==> src/rtl/mole_pkg.sv <==
// Shared definitions for the mole spawner: FSM encoding, sizes, LFSR seed and
// issue timeout. Optional spawn cap is enabled by macro MOLE_SPAWN_CAP_EN.
package mole_pkg;

  typedef enum logic [1:0] {
    IDLE      = 2'd0,
    WAIT_TICK = 2'd1,
    PICK      = 2'd2,
    ISSUE     = 2'd3
  } state_e;

  localparam int          NUM_MOLES     = 8;
  localparam logic [15:0] LFSR_SEED     = 16'hACE1;
  localparam logic [7:0]  ISSUE_TIMEOUT = 8'd255;

  function automatic logic [3:0] popcount8(input logic [7:0] v);
    logic [3:0] n;
    n = '0;
    for (int i = 0; i < 8; i++) begin
      n = n + {3'd0, v[i]};
    end
    return n;
  endfunction

endpackage

==> src/rtl/mole_lfsr16.sv <==
// 16-bit Fibonacci LFSR, taps 16/14/13/11, shifting right; steps when advance=1.
module mole_lfsr16
  import mole_pkg::*;
(
  input  logic        CLOCK_50,
  input  logic        resetn,
  input  logic        advance,
  output logic [15:0] q
);

  always_ff @(posedge CLOCK_50 or negedge resetn) begin
    if (!resetn) begin
      q <= LFSR_SEED;
    end else if (advance) begin
      q <= {q[0] ^ q[2] ^ q[3] ^ q[5], q[15:1]};
    end
  end

endmodule

==> src/rtl/mole_spawner.sv <==
// Raises one hiding mole per spawn tick, chosen by an LFSR-seeded rotating
// priority search. Build option MOLE_SPAWN_CAP_EN limits moles up at once.
//
// state     | meaning
// IDLE      | game stopped, no requests
// WAIT_TICK | waiting for a latched spawn tick
// PICK      | one-cycle search for an available mole
// ISSUE     | control held on last_mole until ack or timeout
module mole_spawner
  import mole_pkg::*;
(
  input  logic        CLOCK_50,
  input  logic        resetn,
  input  logic        enable,
  input  logic        tick,
  input  logic [7:0]  hiding,
  input  logic [3:0]  max_up,
  output logic [7:0]  control,
  output logic        busy,
  output logic [2:0]  last_mole,
  output logic [15:0] spawn_count,
  output logic [7:0]  timeout_count
);

  state_e      state_q, state_d;
  logic [2:0]  last_q, last_d;
  logic [15:0] spawn_q, spawn_d;
  logic [7:0]  tmo_q, tmo_d;
  logic [7:0]  timer_q, timer_d;
  logic        tick_pend_q, tick_pend_d;

  logic [15:0] lfsr_q;
  logic        sel_found;
  logic [2:0]  sel_idx;
  logic [2:0]  cand_idx;
  logic        pick_ok;
  logic        ack;

  mole_lfsr16 u_lfsr (
    .CLOCK_50 (CLOCK_50),
    .resetn   (resetn),
    .advance  (enable),
    .q        (lfsr_q)
  );

  logic unused_lfsr_hi;
  assign unused_lfsr_hi = ^lfsr_q[15:3];

  // First hiding mole at or above the random candidate, wrapping mod 8
  always_comb begin
    sel_found = 1'b0;
    sel_idx   = '0;
    cand_idx  = '0;
    for (int k = 0; k < NUM_MOLES; k++) begin
      cand_idx = lfsr_q[2:0] + 3'(k);
      if (!sel_found && hiding[cand_idx]) begin
        sel_found = 1'b1;
        sel_idx   = cand_idx;
      end
    end
  end

`ifdef MOLE_SPAWN_CAP_EN
  assign pick_ok = sel_found && (popcount8(~hiding) < max_up);
`else
  logic unused_max_up;
  assign unused_max_up = ^max_up;
  assign pick_ok       = sel_found;
`endif

  assign ack = ~hiding[last_q];

  always_ff @(posedge CLOCK_50 or negedge resetn) begin
    if (!resetn) begin
      state_q     <= IDLE;
      last_q      <= '0;
      spawn_q     <= '0;
      tmo_q       <= '0;
      timer_q     <= '0;
      tick_pend_q <= 1'b0;
    end else begin
      state_q     <= state_d;
      last_q      <= last_d;
      spawn_q     <= spawn_d;
      tmo_q       <= tmo_d;
      timer_q     <= timer_d;
      tick_pend_q <= tick_pend_d;
    end
  end

  always_comb begin
    state_d     = state_q;
    last_d      = last_q;
    spawn_d     = spawn_q;
    tmo_d       = tmo_q;
    timer_d     = timer_q;
    tick_pend_d = 1'b0;
    control     = '0;
    busy        = 1'b0;

    case (state_q)
      IDLE: begin
        if (enable) state_d = WAIT_TICK;
      end
      WAIT_TICK: begin
        // Tick is latched for one cycle so control rises two edges after it
        tick_pend_d = tick & ~tick_pend_q;
        if (tick_pend_q) state_d = PICK;
      end
      PICK: begin
        busy = 1'b1;
        if (pick_ok) begin
          last_d  = sel_idx;
          timer_d = ISSUE_TIMEOUT;
          state_d = ISSUE;
        end else begin
          state_d = WAIT_TICK;
        end
      end
      ISSUE: begin
        busy    = 1'b1;
        control = 8'd1 << last_q;
        if (ack) begin
          spawn_d = spawn_q + 16'd1;
          timer_d = '0;
          state_d = WAIT_TICK;
        end else if (timer_q <= 8'd1) begin
          if (tmo_q != 8'hFF) tmo_d = tmo_q + 8'd1;
          timer_d = '0;
          state_d = WAIT_TICK;
        end else begin
          timer_d = timer_q - 8'd1;
        end
      end
      default: state_d = IDLE;
    endcase

    if (!enable) begin
      state_d     = IDLE;
      timer_d     = '0;
      tick_pend_d = 1'b0;
    end
  end

  assign last_mole     = last_q;
  assign spawn_count   = spawn_q;
  assign timeout_count = tmo_q;

endmodule

==> config.mk <==
export PLATFORM = sky130hd
export DESIGN_NAME = mole_spawner
export DESIGN_NICKNAME = d
export VERILOG_FILES = /design/src/rtl/mole_pkg.sv /design/src/rtl/mole_lfsr16.sv /design/src/rtl/mole_spawner.sv
export SDC_FILE = /design/constraint.sdc
export NUM_CORES = 1
export LEC_CHECK = 0
export ABC_AREA = 1
export CORE_AREA = 3 3 74 111
export CTS_CLUSTER_SIZE = 16
export DETAILED_ROUTE_END_ITERATION = 8
export DIE_AREA = 0 0 77 114
export HOLD_SLACK_MARGIN = 0.06
export MAX_ROUTING_LAYER = met4
export PLACE_DENSITY = 0.78
export SLEW_MARGIN = 20
export SYNTH_ARGS = -nofsm -noshare
export SYNTH_HDL_FRONTEND = slang
export SYNTH_HIERARCHICAL = 1
export SYNTH_SLANG_ARGS = --single-unit
==> constraint.sdc <==
create_clock -name CLOCK_50 -period 2.6 [get_ports CLOCK_50]
set_clock_uncertainty 0.1 [all_clocks]
set_input_delay 0.65 -clock CLOCK_50 [delete_from_list [all_inputs] [get_ports CLOCK_50]]
set_output_delay 0.65 -clock CLOCK_50 [all_outputs]
set_load 0.01 [all_outputs]
==> flow_metrics.env <==
export IMPL_status="finished clean"
export IMPL_cts_tree="built"
export IMPL_dieArea_sq_um=8780
export IMPL_gp_congestion=0.892
export IMPL_clock_latency_ns=0.32
export IMPL_rsz0062_at_grt="true"
export IMPL_critical_path_buf_inv_count=1
export IMPL_final_cells=674
export IMPL_crit_path_max_fanout=4
export IMPL_final_cell_mix="nand2_1 (162), nor2_1 (56), inv_1 (49)"
export IMPL_cap_violations=0
export IMPL_finish_instance_area_sq_um=4510
export IMPL_num_vias=3480
export IMPL_dp_hpwl_mm=6.49
export IMPL_period_needed_ns=2.53
export IMPL_finalHoldViolCount=0
export IMPL_htree_num_levels=2
export IMPL_crit_type="flip-flop to output port"
export IMPL_cts_buffers=5
export IMPL_synth_seq_cells=54
export IMPL_gr_total_overflow=0
export IMPL_drt_wirelength_per_cell_microns=12.9
export IMPL_relSlewSlack=0.641
export IMPL_yosysSeqAreaShare=0.370
export IMPL_placed_area_sq_um=4360
export IMPL_cts_sinks=54
export IMPL_first_pass_iters=7
export IMPL_min_path_type="input port to async pin"
export IMPL_ys_warnings_count=6
export IMPL_cellPowerDensity_nw_per_um2=727
export IMPL_initial_utilization=0.505
export IMPL_path_clk_slew_ns=0.10
export IMPL_timing_final_crit_share=0.974
export IMPL_grt_pass1_vias=3393
export IMPL_cts_root_buf="clkbuf_8"
export IMPL_syn_nets=525
export IMPL_cts_buffer_depth=2
export IMPL_grt_pass1_wl_mm=14.6
export IMPL_drive_gt1_frac=0.148
export IMPL_ys_types=35
export IMPL_avgSynthCellArea_sq_um=7.35
export IMPL_die_h_microns=114
export IMPL_crit_chain="ha_2 > nand2_1 > nor2_1 > clkdlybuf4s50_1"
export IMPL_die_w_microns=77
export IMPL_grt_max_degree=34
export IMPL_area_growth_pct=22.7
export IMPL_setup_viol=0
export IMPL_timing_final_ws_setup_ns=0.0669
export IMPL_slowest_delay_ns=0.54
export IMPL_synth_area_sq_um=3670
export IMPL_drcViolationCount=0
export IMPL_post_place_ws_ns=-0.139
export IMPL_cp_arrival_ns=1.78
export IMPL_grt_util_all_layers=0.211
export IMPL_tightest_slew_ns=0.538
export IMPL_hold_ws_ns=0.201
export IMPL_final_util=0.620
export IMPL_pin_count=52
export IMPL_finalWirelength_mm=8.66
export IMPL_r2r_start="u_lfsr/q[0]"
export IMPL_n_antenna_cell=0
export IMPL_leakagePower_nw=2.20
export IMPL_final_max_slew_viol_count=0
export IMPL_vias_per_cell=5.16
export IMPL_max_clock_freq_ghz=0.395
export IMPL_irDropWorstVdd_mv=0.522
export IMPL_crit_path_start="state_q[1]"
export IMPL_dp_cells=661
export IMPL_worstSetupEndpointType="output port"
export IMPL_layout_commonest_cell="nand2_1"
export IMPL_cp_slowest_cell="clkdlybuf4s50_1"
export IMPL_antenna_left=0
export IMPL_syn_inst=500
export IMPL_cp_data_required_time_ns=1.85
export IMPL_antenna_found_initial=0
export IMPL_startpoint_type="flip-flop"
export IMPL_io_buffers=47
export IMPL_fp_row_count=38
export IMPL_drt_iter0_drc=148
export IMPL_nNetsFinal=598
export IMPL_core_sq_um=7270
export IMPL_critPathTopFamily="buffers and inverters"
==> synth_stat cells <==
master / count / area share
nand2_1: 163 / 0.17
nor2_1: 56 / 0.057
inv_1: 50 / 0.051
dfrtp_1: 46 / 0.31
nand3_1: 44 / 0.060
o21ai_0: 17 / 0.023
xor2_1: 17 / 0.041
xnor2_1: 11 / 0.026
ha_1: 9 / 0.031
nand3_2: 9 / 0.025
nand4_1: 9 / 0.015
o21ai_2: 9 / 0.021
a21oi_1: 8 / 0.011
dfstp_2: 8 / 0.057
buf_6: 7 / 0.021
nand2_2: 5 / 0.0085
nand2_4: 5 / 0.015
nor3_1: 4 / 0.0054
nor4_1: 3 / 0.0051
a22oi_1: 2 / 0.0041
a31oi_1: 2 / 0.0034
clkbuf_1: 2 / 0.0020
mux2_2: 2 / 0.0061
and3_1: 1 / 0.0017
inv_2: 1 / 0.0010
inv_4: 1 / 0.0017
inv_6: 1 / 0.0024
nand3b_1: 1 / 0.0020
nand4_4: 1 / 0.0058
nor2_4: 1 / 0.0031
nor2_8: 1 / 0.0054
o21a_1: 1 / 0.0020
o22ai_1: 1 / 0.0017
o31ai_1: 1 / 0.0020
or2_2: 1 / 0.0017
==> worst paths after layout <==
check	endpoint	cells past startpoint	slack, ns
worst max-delay path	control[4]	4	0.07
worst min-delay path	state_q[0]	1	0.20
worst max register to register	last_mole[2]	13	0.14
worst min register to register	u_lfsr/q[6]	2	0.37
max in group asynchronous	u_lfsr/q[6]	2	1.57
min in group CLOCK_50	u_lfsr/q[6]	2	0.37
==> routing by layer <==
layer	part of all wire	wire length, microns	vias to the layer above	GRT usage
met5	0	0	-	-
met4	0.028	242	0	0.106
met3	0.042	367	21	0.0348
met2	0.53	4620	104	0.381
met1	0.40	3430	1621	0.221
li1	-	-	1734	-
==> what timing repair did <==
| action | CTS | global route |
|---|---|---|
| endpoints found under the setup margin | 0 | 20 |
| hold endpoints to repair | 0 | 0 |
| buffers inserted | 0 | 5 |
| resized for setup | 0 | 4 |
| hold buffers | 0 | 0 |
==> registers in the layout, summed over array words and instances, names as in the netlist <==
register and flops:
timer_q 8, timeout_count 8, u_lfsr/q 16, tick_pend_q 1
state_q 2, last_mole 3, spawn_count 16
==> where the power goes <==
part           internal [mW]  switching, mW  total, mW
clock                  0.194          0.289      0.483
sequential              1.02          0.146       1.16
combinational          0.673          0.957       1.63
total                   1.88           1.39       3.28
==> through the flow <==
stage	power [mW]	TNS (ns)
6_report	3.28	0
5_1_grt	3.52	-0.0621
4_1_cts	3.24	0
3_5_place_dp	2.74	-1.49
2_1_floorplan	2.21	0
3_3_place_gp	2.68	-0.775
==> cell type report <==
type | count | area [sq um]
Clock inverter | 2 | 16.3
Tap cell | 100 | 125
Multi-Input combinational cell | 384 | 2040
Fill cell | 657 | 2770
Clock buffer | 6 | 72.6
Timing Repair Buffer | 75 | 688
Inverter | 53 | 206
Sequential cell | 54 | 1360
==> cell families (layout without fill, tap and decap cells) <==
kind of cell | after synthesis | in the layout | share of synthesized area
flip-flops | 54 | 54 | 0.370
adder cells (fa/ha/maj) | 9 | 9 | 0.0306
multiplexers | 2 | 2 | 0.00613
AND/OR/NAND/NOR | 304 | 304 | 0.378
buffers and inverters | 62 | 136 | 0.0797
AO/OA/AOI/OAI | 41 | 41 | 0.0688
XOR/XNOR | 28 | 28 | 0.0667
(Power assumes the default switching activity.)
